[src/rtl/cpu_pkg.sv]
// Shared definitions for the Simple RISC Machine control path: opcode and
// condition encodings, memory command codes and the fetch sequencer states.
package cpu_pkg;

  // Major opcodes (ir[15:13]) resolved inside the sequencer
  localparam logic [2:0] OP_BRANCH = 3'b001;
  localparam logic [2:0] OP_CALL   = 3'b010;
  localparam logic [2:0] OP_HALT   = 3'b111;

  // Sub-operations (ir[12:11])
  localparam logic [1:0] OPX_COND = 2'b00;  // under OP_BRANCH
  localparam logic [1:0] OPX_BX   = 2'b00;  // under OP_CALL
  localparam logic [1:0] OPX_BLX  = 2'b10;  // under OP_CALL
  localparam logic [1:0] OPX_BL   = 2'b11;  // under OP_CALL

  // Branch condition codes (ir[10:8])
  localparam logic [2:0] COND_B   = 3'b000;
  localparam logic [2:0] COND_BEQ = 3'b001;
  localparam logic [2:0] COND_BNE = 3'b010;
  localparam logic [2:0] COND_BLT = 3'b011;
  localparam logic [2:0] COND_BLE = 3'b100;

  // Memory command encodings
  localparam logic [1:0] MEM_NONE  = 2'b00;
  localparam logic [1:0] MEM_READ  = 2'b01;
  localparam logic [1:0] MEM_WRITE = 2'b10;

  typedef enum logic [1:0] {
    ST_FETCH     = 2'b00,
    ST_DECODE    = 2'b01,
    ST_EXEC_WAIT = 2'b10,
    ST_HALT      = 2'b11
  } seq_state_e;

endpackage

[src/rtl/branch_cond_eval.sv]
// Combinational branch condition evaluator; shared with future predicated
// execution, so it knows nothing about the sequencer.
module branch_cond_eval
  import cpu_pkg::*;
(
  input  logic [2:0] cond,
  input  logic       n,
  input  logic       v,
  input  logic       z,
  output logic       taken
);

  // Map the condition code and status flags to a taken decision
  always_comb begin
    taken = 1'b0;
    case (cond)
      COND_B:   taken = 1'b1;
      COND_BEQ: taken = z;
      COND_BNE: taken = ~z;
      COND_BLT: taken = n ^ v;
      COND_BLE: taken = (n ^ v) | z;
      default:  taken = 1'b0;
    endcase
  end

endmodule

[src/rtl/fetch_sequencer.sv]
// Instruction fetch and program-flow sequencer: owns PC and IR, fetches over
// a ready handshake with timeout, resolves branches/calls/returns locally and
// hands every other instruction to the datapath via exec_start/exec_done.
module fetch_sequencer
  import cpu_pkg::*;
#(
  parameter int PC_W     = 9,
  parameter int DATA_W   = 16,
  parameter int RESET_PC = 0,
  parameter int TIMEOUT  = 15
)(
  input  logic              clk,
  input  logic              reset,
  output logic [PC_W-1:0]   mem_addr,
  output logic [1:0]        mem_cmd,
  input  logic              mem_ready,
  input  logic [DATA_W-1:0] mem_rdata,
  output logic [DATA_W-1:0] ir,
  output logic [2:0]        rd_sel,
  input  logic [DATA_W-1:0] reg_value,
  input  logic              N,
  input  logic              V,
  input  logic              Z,
  output logic              exec_start,
  input  logic              exec_done,
  output logic              link_we,
  output logic [DATA_W-1:0] link_data,
  output logic              halted,
  output logic              fetch_err
);

  localparam int CNT_W = $clog2(TIMEOUT + 1);
  localparam logic [CNT_W-1:0] TIMEOUT_CNT = CNT_W'(TIMEOUT);

  seq_state_e        state_r, state_next_s;
  logic [PC_W-1:0]   pc_r, pc_next_s, pc_inc_s, target_s;
  logic [DATA_W-1:0] ir_r, ir_next_s;
  logic [CNT_W-1:0]  wait_cnt_r, wait_cnt_next_s, wait_cnt_inc_s;
  logic              fetch_err_r, fetch_err_next_s;
  logic [2:0]        opcode_s, cond_s;
  logic [1:0]        op_s;
  logic              taken_s;
  logic              is_cond_s, is_bl_s, is_bx_s, is_blx_s, is_halt_s, is_exec_s;
  logic              unused_s;

  assign opcode_s = ir_r[15:13];
  assign op_s     = ir_r[12:11];
  assign cond_s   = ir_r[10:8];

  assign pc_inc_s       = pc_r + PC_W'(1'b1);
  // 8-bit signed offset is sign-extended by the sized cast; sum wraps mod 2^PC_W
  assign target_s       = pc_inc_s + PC_W'($signed(ir_r[7:0]));
  assign wait_cnt_inc_s = wait_cnt_r + CNT_W'(1'b1);

  assign is_cond_s = (opcode_s == OP_BRANCH) && (op_s == OPX_COND);
  assign is_bl_s   = (opcode_s == OP_CALL) && (op_s == OPX_BL);
  assign is_bx_s   = (opcode_s == OP_CALL) && (op_s == OPX_BX);
  assign is_blx_s  = (opcode_s == OP_CALL) && (op_s == OPX_BLX);
  assign is_halt_s = (opcode_s == OP_HALT);
  assign is_exec_s = ~(is_cond_s | is_bl_s | is_bx_s | is_blx_s | is_halt_s);

  // Register targets only use the low PC bits of the register value
  assign unused_s = ^reg_value[DATA_W-1:PC_W];

  branch_cond_eval u_cond (
    .cond  (cond_s),
    .n     (N),
    .v     (V),
    .z     (Z),
    .taken (taken_s)
  );

  // Next-state, PC, IR, wait-counter and error-flag logic
  always_comb begin
    state_next_s     = state_r;
    pc_next_s        = pc_r;
    ir_next_s        = ir_r;
    wait_cnt_next_s  = wait_cnt_r;
    fetch_err_next_s = fetch_err_r;
    case (state_r)
      ST_FETCH: begin
        if (mem_ready) begin
          ir_next_s       = mem_rdata;
          wait_cnt_next_s = {CNT_W{1'b0}};
          state_next_s    = ST_DECODE;
        end else if (wait_cnt_inc_s == TIMEOUT_CNT) begin
          wait_cnt_next_s  = wait_cnt_inc_s;
          fetch_err_next_s = 1'b1;
          state_next_s     = ST_HALT;
        end else begin
          wait_cnt_next_s = wait_cnt_inc_s;
        end
      end
      ST_DECODE: begin
        if (is_cond_s) begin
          pc_next_s    = taken_s ? target_s : pc_inc_s;
          state_next_s = ST_FETCH;
        end else if (is_bl_s) begin
          pc_next_s    = target_s;
          state_next_s = ST_FETCH;
        end else if (is_bx_s || is_blx_s) begin
          pc_next_s    = reg_value[PC_W-1:0];
          state_next_s = ST_FETCH;
        end else if (is_halt_s) begin
          state_next_s = ST_HALT;
        end else begin
          pc_next_s    = pc_inc_s;
          state_next_s = ST_EXEC_WAIT;
        end
      end
      ST_EXEC_WAIT: begin
        if (exec_done) begin
          state_next_s = ST_FETCH;
        end else begin
          state_next_s = ST_EXEC_WAIT;
        end
      end
      ST_HALT: begin
        state_next_s = ST_HALT;
      end
      default: begin
        state_next_s = ST_FETCH;
      end
    endcase
  end

  // State and datapath registers with synchronous reset
  always_ff @(posedge clk) begin
    if (reset) begin
      state_r     <= ST_FETCH;
      pc_r        <= PC_W'(RESET_PC);
      ir_r        <= {DATA_W{1'b0}};
      wait_cnt_r  <= {CNT_W{1'b0}};
      fetch_err_r <= 1'b0;
    end else begin
      state_r     <= state_next_s;
      pc_r        <= pc_next_s;
      ir_r        <= ir_next_s;
      wait_cnt_r  <= wait_cnt_next_s;
      fetch_err_r <= fetch_err_next_s;
    end
  end

  // Moore output decode from the state register and the registered IR
  always_comb begin
    mem_cmd    = MEM_NONE;
    exec_start = 1'b0;
    link_we    = 1'b0;
    halted     = 1'b0;
    case (state_r)
      ST_FETCH:     mem_cmd = MEM_READ;
      ST_DECODE: begin
        exec_start = is_exec_s;
        link_we    = is_bl_s | is_blx_s;
      end
      ST_EXEC_WAIT: mem_cmd = MEM_NONE;
      ST_HALT:      halted = 1'b1;
      default:      mem_cmd = MEM_NONE;
    endcase
  end

  assign mem_addr  = pc_r;
  assign ir        = ir_r;
  assign rd_sel    = ir_r[7:5];
  assign link_data = {{(DATA_W-PC_W){1'b0}}, pc_inc_s};
  assign fetch_err = fetch_err_r;

endmodule
[config.mk]
export PLATFORM = sky130hd
export DESIGN_NAME = fetch_sequencer
export DESIGN_NICKNAME = d
export VERILOG_FILES = /design/src/rtl/cpu_pkg.sv /design/src/rtl/branch_cond_eval.sv /design/src/rtl/fetch_sequencer.sv
export SDC_FILE = /design/constraint.sdc
export NUM_CORES = 1
export LEC_CHECK = 0
export CORE_ASPECT_RATIO = 0.6
export CORE_MARGIN = 1.5
export CORE_UTILIZATION = 40
export CTS_CLUSTER_SIZE = 24
export DETAILED_ROUTE_END_ITERATION = 10
export HOLD_SLACK_MARGIN = 0.15
export PLACE_DENSITY = 0.83
export SYNTH_ARGS = -nofsm -noshare
export SYNTH_HDL_FRONTEND = slang
export SYNTH_SLANG_ARGS = --single-unit
[constraint.sdc]
create_clock -name clk -period 2.7 [get_ports clk]
set_clock_uncertainty 0.15 [all_clocks]
set_input_delay 0.675 -clock clk [delete_from_list [all_inputs] [get_ports clk]]
set_output_delay 0.675 -clock clk [all_outputs]
set_load 0.02 [all_outputs]
# After elaboration in Yosys (flattened, before gate mapping)
# Index checks and enable logic that the tools add are counted.
dict set report totals {
  output_inout_bits 50
  register_bits 32
  input_bits 39
  elab_cells 63
}
dict set report classes {
  eq_ne 15
  n_mux 19
  bitwise 10
  n_addsub 3
  n_reduce_logical 11
}
# operator n
set ops {}
lappend ops {{9-bit 2-to-1 mux} 5}
lappend ops {{2-bit 2-to-1 mux} 6}
lappend ops {{9-bit by 1-bit adder with 9-bit output, second input constant} 1}
lappend ops {{9-bit adder} 1}
lappend ops {{3-bit by 2-bit == test with 1-bit output, second input constant} 3}
lappend ops {{2-bit == test, second input constant} 4}
lappend ops {{2-bit one-hot mux with 4 select lines} 1}
lappend ops {{3-bit by 1-bit == test with 1-bit output, second input constant} 2}
lappend ops {{3-bit == test, second input constant} 2}
lappend ops {{1-bit bitwise OR} 6}
lappend ops {{1-bit 2-to-1 mux} 5}
lappend ops {{1-bit one-hot mux with 5 select lines} 1}
lappend ops {{4-bit by 1-bit adder with 4-bit output, second input constant} 1}
lappend ops {{4-bit == test, second input constant} 1}
lappend ops {{1-bit logical AND} 4}
lappend ops {{2-bit zero test} 2}
lappend ops {{4-bit 2-to-1 mux} 1}
lappend ops {{4-bit by 3-bit inequality test with 1-bit output, second input constant} 1}
lappend ops {{2-bit AND reduction} 2}
lappend ops {{3-bit zero test} 1}
lappend ops {{3-bit inequality test, second input constant} 1}
lappend ops {{1-bit NOT} 3}
lappend ops {{3-bit AND reduction} 1}
lappend ops {{2-bit by 1-bit == test with 1-bit output, second input constant} 1}
lappend ops {{2 further kinds} 2}

# Longest topological paths before layout
# Gate-level depths: netlist of run 1.
dict set report logic_depth {
  word_depth 8
  depth_mapped 13
  depth_no_buf 13
}

# Modules after synthesis
# A second synthesis of run 1 with hierarchy kept.
dict set report unflattened {
  hier_cells 328
  hier_area_um2 2402.3
}
# module cells_each seq_area_each_um2 area_per_inst_um2 n_inst
set by_module_without_submodules {}
lappend by_module_without_submodules {fetch_sequencer 322 640.6 2347.3 1}
lappend by_module_without_submodules {branch_cond_eval 6 0.0 55.1 1}

# Worst setup path after synthesis of run 1
# No wires, ideal clock.
dict set report synth_path {
  path_type {register to register}
  startpoint {register pc_r[0], in the netlist mem_addr[0]}
  endpoint {register pc_r[6], in the netlist mem_addr[6]}
  required_ns 2.434
  n_path_buf 0
  period_less_slack_ns 2.990
  stages_incl_launch_ff 12
  path_slack_ns -0.290
  setup_ns 0.116
  arrival_time_ns 2.724
  cell_sequence {dfxtp_1 -> ha_1 -> nand3_1 -> xnor2_1 -> ha_1 -> o21ai_1 -> a21oi_2 -> o21a_1 -> nor2_1 -> xnor2_1 -> a211o_1 -> a31o_1}
}
dict set report synth_via {
  word_cells_on_any_way 7
  cone_classes {add/sub: 2; mux: 5}
}
# element line_no
set synth_lines {}
lappend synth_lines {{start: declaration} fetch_sequencer.sv:36} ;# logic [PC_W-1:0] pc_r, pc_next_s, pc_inc_s, target_s;
lappend synth_lines {{start signal: assignment} fetch_sequencer.sv:131} ;# pc_r <= PC_W'(RESET_PC);
lappend synth_lines {{start signal: assignment} fetch_sequencer.sv:137} ;# pc_r <= pc_next_s;
lappend synth_lines {{9-bit by 1-bit adder with 9-bit output (*)} fetch_sequencer.sv:50} ;# assign pc_inc_s = pc_r + PC_W'(1'b1);
lappend synth_lines {{net link_data[4]} fetch_sequencer.sv:27} ;# output logic [DATA_W-1:0] link_data,
lappend synth_lines {{9-bit adder (*)} fetch_sequencer.sv:52} ;# assign target_s = pc_inc_s + PC_W'($signed(ir_r[7:0]));
lappend synth_lines {{9-bit 2-to-1 mux, on equally long branches} {fetch_sequencer.sv:98, fetch_sequencer.sv:96}}
lappend synth_lines {{9-bit 2-to-1 mux (*)} fetch_sequencer.sv:95} ;# if (is_cond_s) begin
# Mark *: on every way through the listed nets, which the timed path passes. The rest lies on a longest branch. The select of a mux whose other input is x is not followed.
# A chain may end at the register's enable or synchronous reset.

# Worst setup path after layout of run 1
dict set report layout_path {
  startpoint {register pc_r[1], in the netlist mem_addr[1]}
  endpoint {register pc_r[8], in the netlist mem_addr[8]}
}
dict set report layout_via {
  elab_chain_len 5
  word_cells_on_any_way 7
  cone_classes {add/sub: 2; mux: 5}
}
# element line_no
set layout_rtl {}
lappend layout_rtl {{9-bit by 1-bit adder with 9-bit output (*)} fetch_sequencer.sv:50}
lappend layout_rtl {{parallel branches: the longest is 3 deep, another holds 9-bit adder} --}
lappend layout_rtl {{9-bit 2-to-1 mux (*)} fetch_sequencer.sv:95}
# Every way passes the cells marked *. The select of a mux whose other input is x is not followed.

==> results.py, run 1 <==
metrics = {
    "run_status": {
        "status": "finished with violations",
        "violations": "negative setup slack",
    },
    "global_routing": {
        "grt_max_degree": 23,
        "overflow": 0,
        "grt_pass1_wl_mm": 10.5,
        "antenna_found_initial": 0,
        "grt_pass1_vias": 2230,
        "grtUsageTotal_pct": 22.2,
    },
    "worst_setup_path": {
        "reg2reg_from": "mem_addr[1]",
        "cpPeakStageDelay_ns": 0.54,
        "reg2reg_slack_ns": -0.01,
        "crit_cells": 12,
        "cp-end-kind": "register",
        "crit_buf_inv": 1,
        "crit_fanout": 5,
        "path_cells": "ha_4 > nand2_4 > nor2_4 > xnor2_2 > inv_2 > ha_4 > or4_4 > o22ai_4 > xnor2_2 > a21o_1 > a31oi_1 > a31oi_1",
        "r2r_end": "mem_addr[8]",
        "setup.worst_path.class": "register to register",
        "cp-start-kind": "register",
        "reg2reg_depth": 12,
        "cp.required_ns": 2.70,
        "arrival_ns": 2.71,
        "cpMaxStageDelayCell": "or4_4",
        "crit_family": "simple AND/OR/NAND/NOR gates",
    },
    "synth": {
        "synth_top_area_share_pct": 28.2,
        "synth-edff-count": 0,
        "yosysUniqueCellTypes": 57,
        "synth_top_cell_by_area": "dfxtp_1",
        "ys_top_cells_by_count": "nand2_1, nor2_1, a21oi_1, dfxtp_1",
        "yosysSeqAreaShare_pct": 28.2,
        "ys.warnings.count": 0,
        "yosysMostFrequentCell": "nand2_1",
        "syn_inst": 306,
        "async_reset_ff_share_pct": 0,
        "avgSynthCellArea_um2": 7.41,
        "ys_seq_elements": 32,
        "netlist_area_mm2": 0.00227,
        "synth-main-ff-cell": "dfxtp_1",
        "synth_area_leaders": "dfxtp_1, nand2_1, a21oi_1",
    },
    "timing": {
        "final.min_clock_period_ns": 2.71,
        "setup_tns_ns": -0.0134,
        "rsz0062_at_grt": "true",
        "hold_slack_ns": 0.325,
        "maxSlewViolCount": 0,
        "timing.fmax_mhz": 369,
        "relSlewSlack_pct": 62.1,
        "timing.final.ws_setup_ns": -0.0134,
        "timing.final.crit_share_pct": 100,
        "hold_viol": 0,
        "tightest_slew_ns": 0.567,
        "setup_viol": 1,
    },
    "die": {
        "ioPinCount": 89,
        "fp.dieArea_mm2": 0.00615,
        "start_util_pct": 43.2,
        "coreArea_mm2": 0.00526,
        "die_h_um": 61.3,
        "die-width_um": 100,
        "rows": 20,
    },
    "cts": {
        "clock_path_buffers": 2,
        "cts.sinks": 32,
        "ctsRootBufferMaster": "clkbuf_8",
        "cts_tree": "built",
        "ctsHoldBuffers": 0,
        "path_clk_slew_ns": 0.07,
        "clk_latency_ns": 0.28,
        "cts_max_level": 2,
        "numCtsBuffers": 5,
    },
    "detailed_routing": {
        "drtPass1Iterations": 5,
        "wl_per_cell_um": 15.1,
        "vias_per_cell": 5.33,
        "vias": 2442,
        "drt-initial-drc-count": 180,
        "drt_wl_total_mm": 6.91,
        "detail-route-antenna-nets": 0,
        "drc": 0,
    },
    "cells_and_area": {
        "final_core_util_pct": 64.7,
        "areaGrowthSynthToFinish_pct": 49.8,
        "drive_gt1_share_pct": 18.1,
        "diodes": 0,
        "num-nets-final": 444,
        "final_design_area_no_fill_mm2": 0.00340,
        "stdcell_count": 458,
    },
    "power": {
        "totalPowerFinal_mw": 1.56,
        "irDropWorstVdd_mv": 0.291,
        "p_leak_nw": 1.41,
        "p_per_area_mw_per_mm2": 458,
    },
    "placed_design": {
        "preCtsSetupSlack_ns": -0.0979,
        "place_hpwl_mm": 5.17,
        "portBuffers": 73,
        "placed_area_mm2": 0.00312,
        "routabilityCongestion": 0.867,
        "dp_cells": 440,
    },
    "hold_path": {
        "min_to": "ir[2]",
        "min_from": "ir[2]",
        "hold_path_depth": 2,
        "hold_path.class": "register to register",
    },
    "run": {
        "cap_violations": 0,
    },
}
[sequential cells by signal, indices dropped and copies added, names as in the netlist]
name / flops
ir: 16
wait_cnt_r: 4
mem_addr: 9
state_r: 2
fetch_err: 1
[report_power, final]
part           internal [mW]  switching, mW
registers              0.510         0.0525
logic                  0.276          0.314
clock network          0.227          0.177
[cell families (layout without fill, tap and decap cells)]
family / Yosys count / count (layout) / synth area share (%)
simple gates: 120 / 120 / 23.8
compound gates: 84 / 84 / 24.2
buf+inv: 38 / 117 / 8.88
flops: 32 / 32 / 28.2
xor+xnor: 14 / 14 / 5.41
fa+ha+maj: 13 / 13 / 7.50
mux: 4 / 4 / 1.88
other cells: 1 / 8 / 0.165
[worst register-to-register path: stages, from the launching register on]
cell	delay, ns
dfxtp_4	0.38
ha_4	0.19
nand2_4	0.06
nor2_4	0.10
xnor2_2	0.14
inv_2	0.09
ha_4	0.19
or4_4	0.55
o22ai_4	0.17
xnor2_2	0.13
a21o_1	0.18
a31oi_1	0.17
a31oi_1	0.10
[what timing repair did]
item	CTS	global route
resized for setup	11	18
pin swaps	2	12
setup buffers	1	10
endpoints found under the setup margin	6	7
[how the worst max path moves through the flow]
stage	start	endpoint
final	mem_addr[1]	mem_addr[8]
after floorplan	mem_addr[0]	mem_addr[8]
after global placement	N	mem_addr[4]
after global routing	mem_addr[1]	mem_addr[8]
after CTS	mem_addr[0]	mem_addr[8]
after detailed placement	N	mem_addr[3]
[area by class of cell]
class	instances	area [um^2]
Clock buffer	7	96.3
Fill cell	466	1860
Inverter	13	48.8
Multi-Input combinational cell	243	1600
Sequential cell	32	654
Tap cell	66	82.6
Timing Repair Buffer	97	912
[metal layers]
metal | wire length [um] | up-vias | global-route usage [%]
met2 | 3080 | 94 | 35.7
met3 | 574 | 9 | 5.45
met4 | 46 | 0 | 3.62
met1 | 3210 | 1121 | 31.2
met5 | 0 | - | 0
li1 | - | 1218 | -
[placed cells by master, fill, tap and decap left out, types with 4 or more instances in the layout]
master | synthesis | routed
nor2_1 | 35 | 33
o21ai_0 | 8 | 7
inv_1 | 12 | 11
dfxtp_1 | 32 | 25
o211ai_1 | 6 | 6
ha_1 | 12 | 7
a31oi_1 | 6 | 6
conb_1 | 1 | 8
clkdlybuf4s50_1 | 0 | 66
xnor2_1 | 8 | 4
o21ai_1 | 4 | 5
xor2_1 | 6 | 4
clkbuf_8 | 0 | 7
dfxtp_2 | 0 | 5
xnor2_2 | 0 | 4
a21o_1 | 4 | 4
nor3_1 | 7 | 5
nand2_1 | 52 | 51
nand3_1 | 6 | 4
buf_4 | 11 | 25
a21oi_1 | 32 | 32
Power figures use the tool's default switching activity.
==> inputs of run 2 (changes only) <==
--- a/config.mk
+++ b/config.mk
@@ -11,6 +11,7 @@
 export CTS_CLUSTER_SIZE = 24
 export DETAILED_ROUTE_END_ITERATION = 10
 export HOLD_SLACK_MARGIN = 0.15
+export MAX_ROUTING_LAYER = met4
 export PLACE_DENSITY = 0.83
 export SYNTH_ARGS = -nofsm -noshare
 export SYNTH_HDL_FRONTEND = slang
==> run 2 against run 1 <==
  * Register-to-register slack better by 0.07 ns
  * Largest cell class unchanged
  * Flip-flop and latch count stayed put
  * Non-clock buffer count is 9 lower
  * The flow now finishes without violations
  * Clock-buffer cell count is 1 lower
  * Hold slack better by 0.0068 ns
  * Final cell count is 1.7% lower
  * Critical endpoint unchanged
  * Global-route usage is 1.7 points higher
  * First-iteration DRC count is 26% lower
==> results.py, run 2 (synthesis gave the netlist of run 1 again) <==
metrics = {
    "timing": {
        "relSlewSlack_pct": 61.4,
        "rsz0062_at_grt": "true",
        "timing.final.ws_setup_ns": 0.0534,
        "timing.fmax_mhz": 378,
        "tightest_slew_ns": 0.577,
        "setup_viol": 0,
        "maxSlewViolCount": 0,
        "final.min_clock_period_ns": 2.65,
        "timing.final.crit_share_pct": 98.0,
        "hold_viol": 0,
    },
    "global_routing": {
        "antenna_found_initial": 0,
        "grt_pass1_wl_mm": 11.0,
        "grt_pass1_vias": 2275,
        "overflow": 0,
        "grtUsageTotal_pct": 23.8,
        "grt_max_degree": 23,
    },
    "die": {
        "rows": 20,
        "coreArea_mm2": 0.00526,
        "fp.dieArea_mm2": 0.00615,
        "die-width_um": 100,
        "ioPinCount": 89,
        "die_h_um": 61.3,
        "start_util_pct": 43.2,
    },
    "power": {
        "power.internal_uw": 974,
        "p_sw_uw": 548,
        "combPwrFrac_pct": 37.3,
        "pwr-share-seq_pct": 37.0,
        "irDropWorstVdd_mv": 0.251,
        "totalPowerFinal_mw": 1.52,
        "clkPwrFrac_pct": 25.7,
        "p_leak_nw": 1.35,
        "p_per_area_mw_per_mm2": 462,
        "swShare_pct": 36.0,
    },
    "placed_design": {
        "place_hpwl_mm": 5.25,
        "routabilityCongestion": 0.861,
        "preCtsSetupSlack_ns": -0.0626,
        "portBuffers": 73,
    },
    "worst_setup_path": {
        "crit_fanout": 6,
        "arrival_ns": 2.66,
        "setup.worst_path.class": "register to register",
        "cp-end-kind": "register",
        "cp.required_ns": 2.72,
        "cp-start-kind": "register",
    },
    "hold_path": {
        "hold_path.class": "register to register",
    },
    "detailed_routing": {
        "drt-initial-drc-count": 133,
        "wl_per_cell_um": 15.1,
        "drtPass1Iterations": 5,
        "drc": 0,
        "detail-route-antenna-nets": 0,
        "vias_per_cell": 5.36,
        "vias": 2411,
        "drt_wl_total_mm": 6.81,
    },
    "cts": {
        "cts_max_level": 2,
        "ctsHoldBuffers": 0,
        "cts.sinks": 32,
        "numCtsBuffers": 5,
        "cts_tree": "built",
        "ctsRootBufferMaster": "clkbuf_8",
        "path_clk_slew_ns": 0.08,
        "clk_latency_ns": 0.29,
        "clock_path_buffers": 2,
    },
    "cells_and_area": {
        "diodes": 0,
        "seqCellArea_um2": 654,
        "areaGrowthSynthToFinish_pct": 45.4,
        "final_common_cell": "clkdlybuf4s50_1",
        "largest_reg_flops": 16,
        "final_cell_mix": "clkdlybuf4s50_1, nand2_1, nor2_1",
        "drive_gt1_share_pct": 15.4,
        "multi_input_area_mm2": 0.00158,
        "num-nets-final": 435,
        "n_fill_cell": 471,
    },
    "run": {
        "cap_violations": 0,
    },
    "run_status": {
        "status": "finished, final reports clean",
    },
}
## run 2: cell types whose count changed in the layout (fill, tap and decap cells not counted), moves of 2 or more
cell / previous run / this run
ha_1: 7 / 9
buf_4: 25 / 15
clkinv_2: 0 / 2
o21ai_1: 5 / 3
## run 2: final cells by class
| cell class | count | share of cell area (%) |
|---|---|---|
| clock buffer | 6 | 2.50 |
| clock inverter | 2 | 0.303 |
| inverter | 13 | 1.48 |
| multi-input combinational | 243 | 47.7 |
| sequential | 32 | 19.8 |
| tap | 66 | 2.50 |
| timing repair buffer | 88 | 25.6 |
## run 2: path summary, 6_finish.rpt
| check | from | end | slack (ns) | cells past startpoint |
|---|---|---|---|---|
| worst max-delay path | mem_addr[0] | mem_addr[8] | 0.05 | 10 |
| worst min-delay path | fetch_err | fetch_err | 0.33 | 2 |
| worst max register to register | mem_addr[0] | mem_addr[8] | 0.05 | 10 |
| worst min register to register | fetch_err | fetch_err | 0.33 | 2 |
## run 2: power by group through the flow
stage,sequential (mW),clock (mW),combinational (mW)
3_5_place_dp,0.570,0,0.551
4_1_cts,0.562,0.395,0.556
3_3_place_gp,0.568,0,0.539
5_1_grt,0.571,0.418,0.611
6_report,0.563,0.391,0.569
2_1_floorplan,0.599,0,0.310
## run 2: repair_timing
item	in CTS	in global routing
resized for setup	8	13
setup endpoints to repair	6	8
pin swaps	1	2
buffers inserted	1	1
gates cloned	0	0
## run 2: per-stage QoR
step	instance area [um^2]	hold WS, ns	setup TNS (ns)	utilization, %	cells
after floorplan	2360	0.318	0	-	313
after global placement	3120	0.308	-0.0163	59.3	440
after detailed placement	3120	0.311	-0.117	59.3	440
after CTS	3240	0.332	-0.00180	61.6	449
after global routing	3300	0.357	-0.0878	62.8	450
final	3300	0.331	0	62.8	450
## run 2: critical path, cell delays in order, from the launching register on
cell	delay, ns
dfxtp_4	0.39
ha_4	0.17
nand3_1	0.12
xnor2_2	0.19
ha_1	0.25
or4_4	0.56
o22ai_4	0.15
xnor2_2	0.11
a21o_1	0.19
a31oi_1	0.15
a31oi_1	0.09
## run 2: layer usage
metal	global-route usage, %	share of wire [%]	vias to the layer above
met5	-	0	-
met4	4.83	0.57	0
met3	5.45	7.0	7
met2	36.2	44	88
met1	32.8	49	1117
li1	-	-	1199
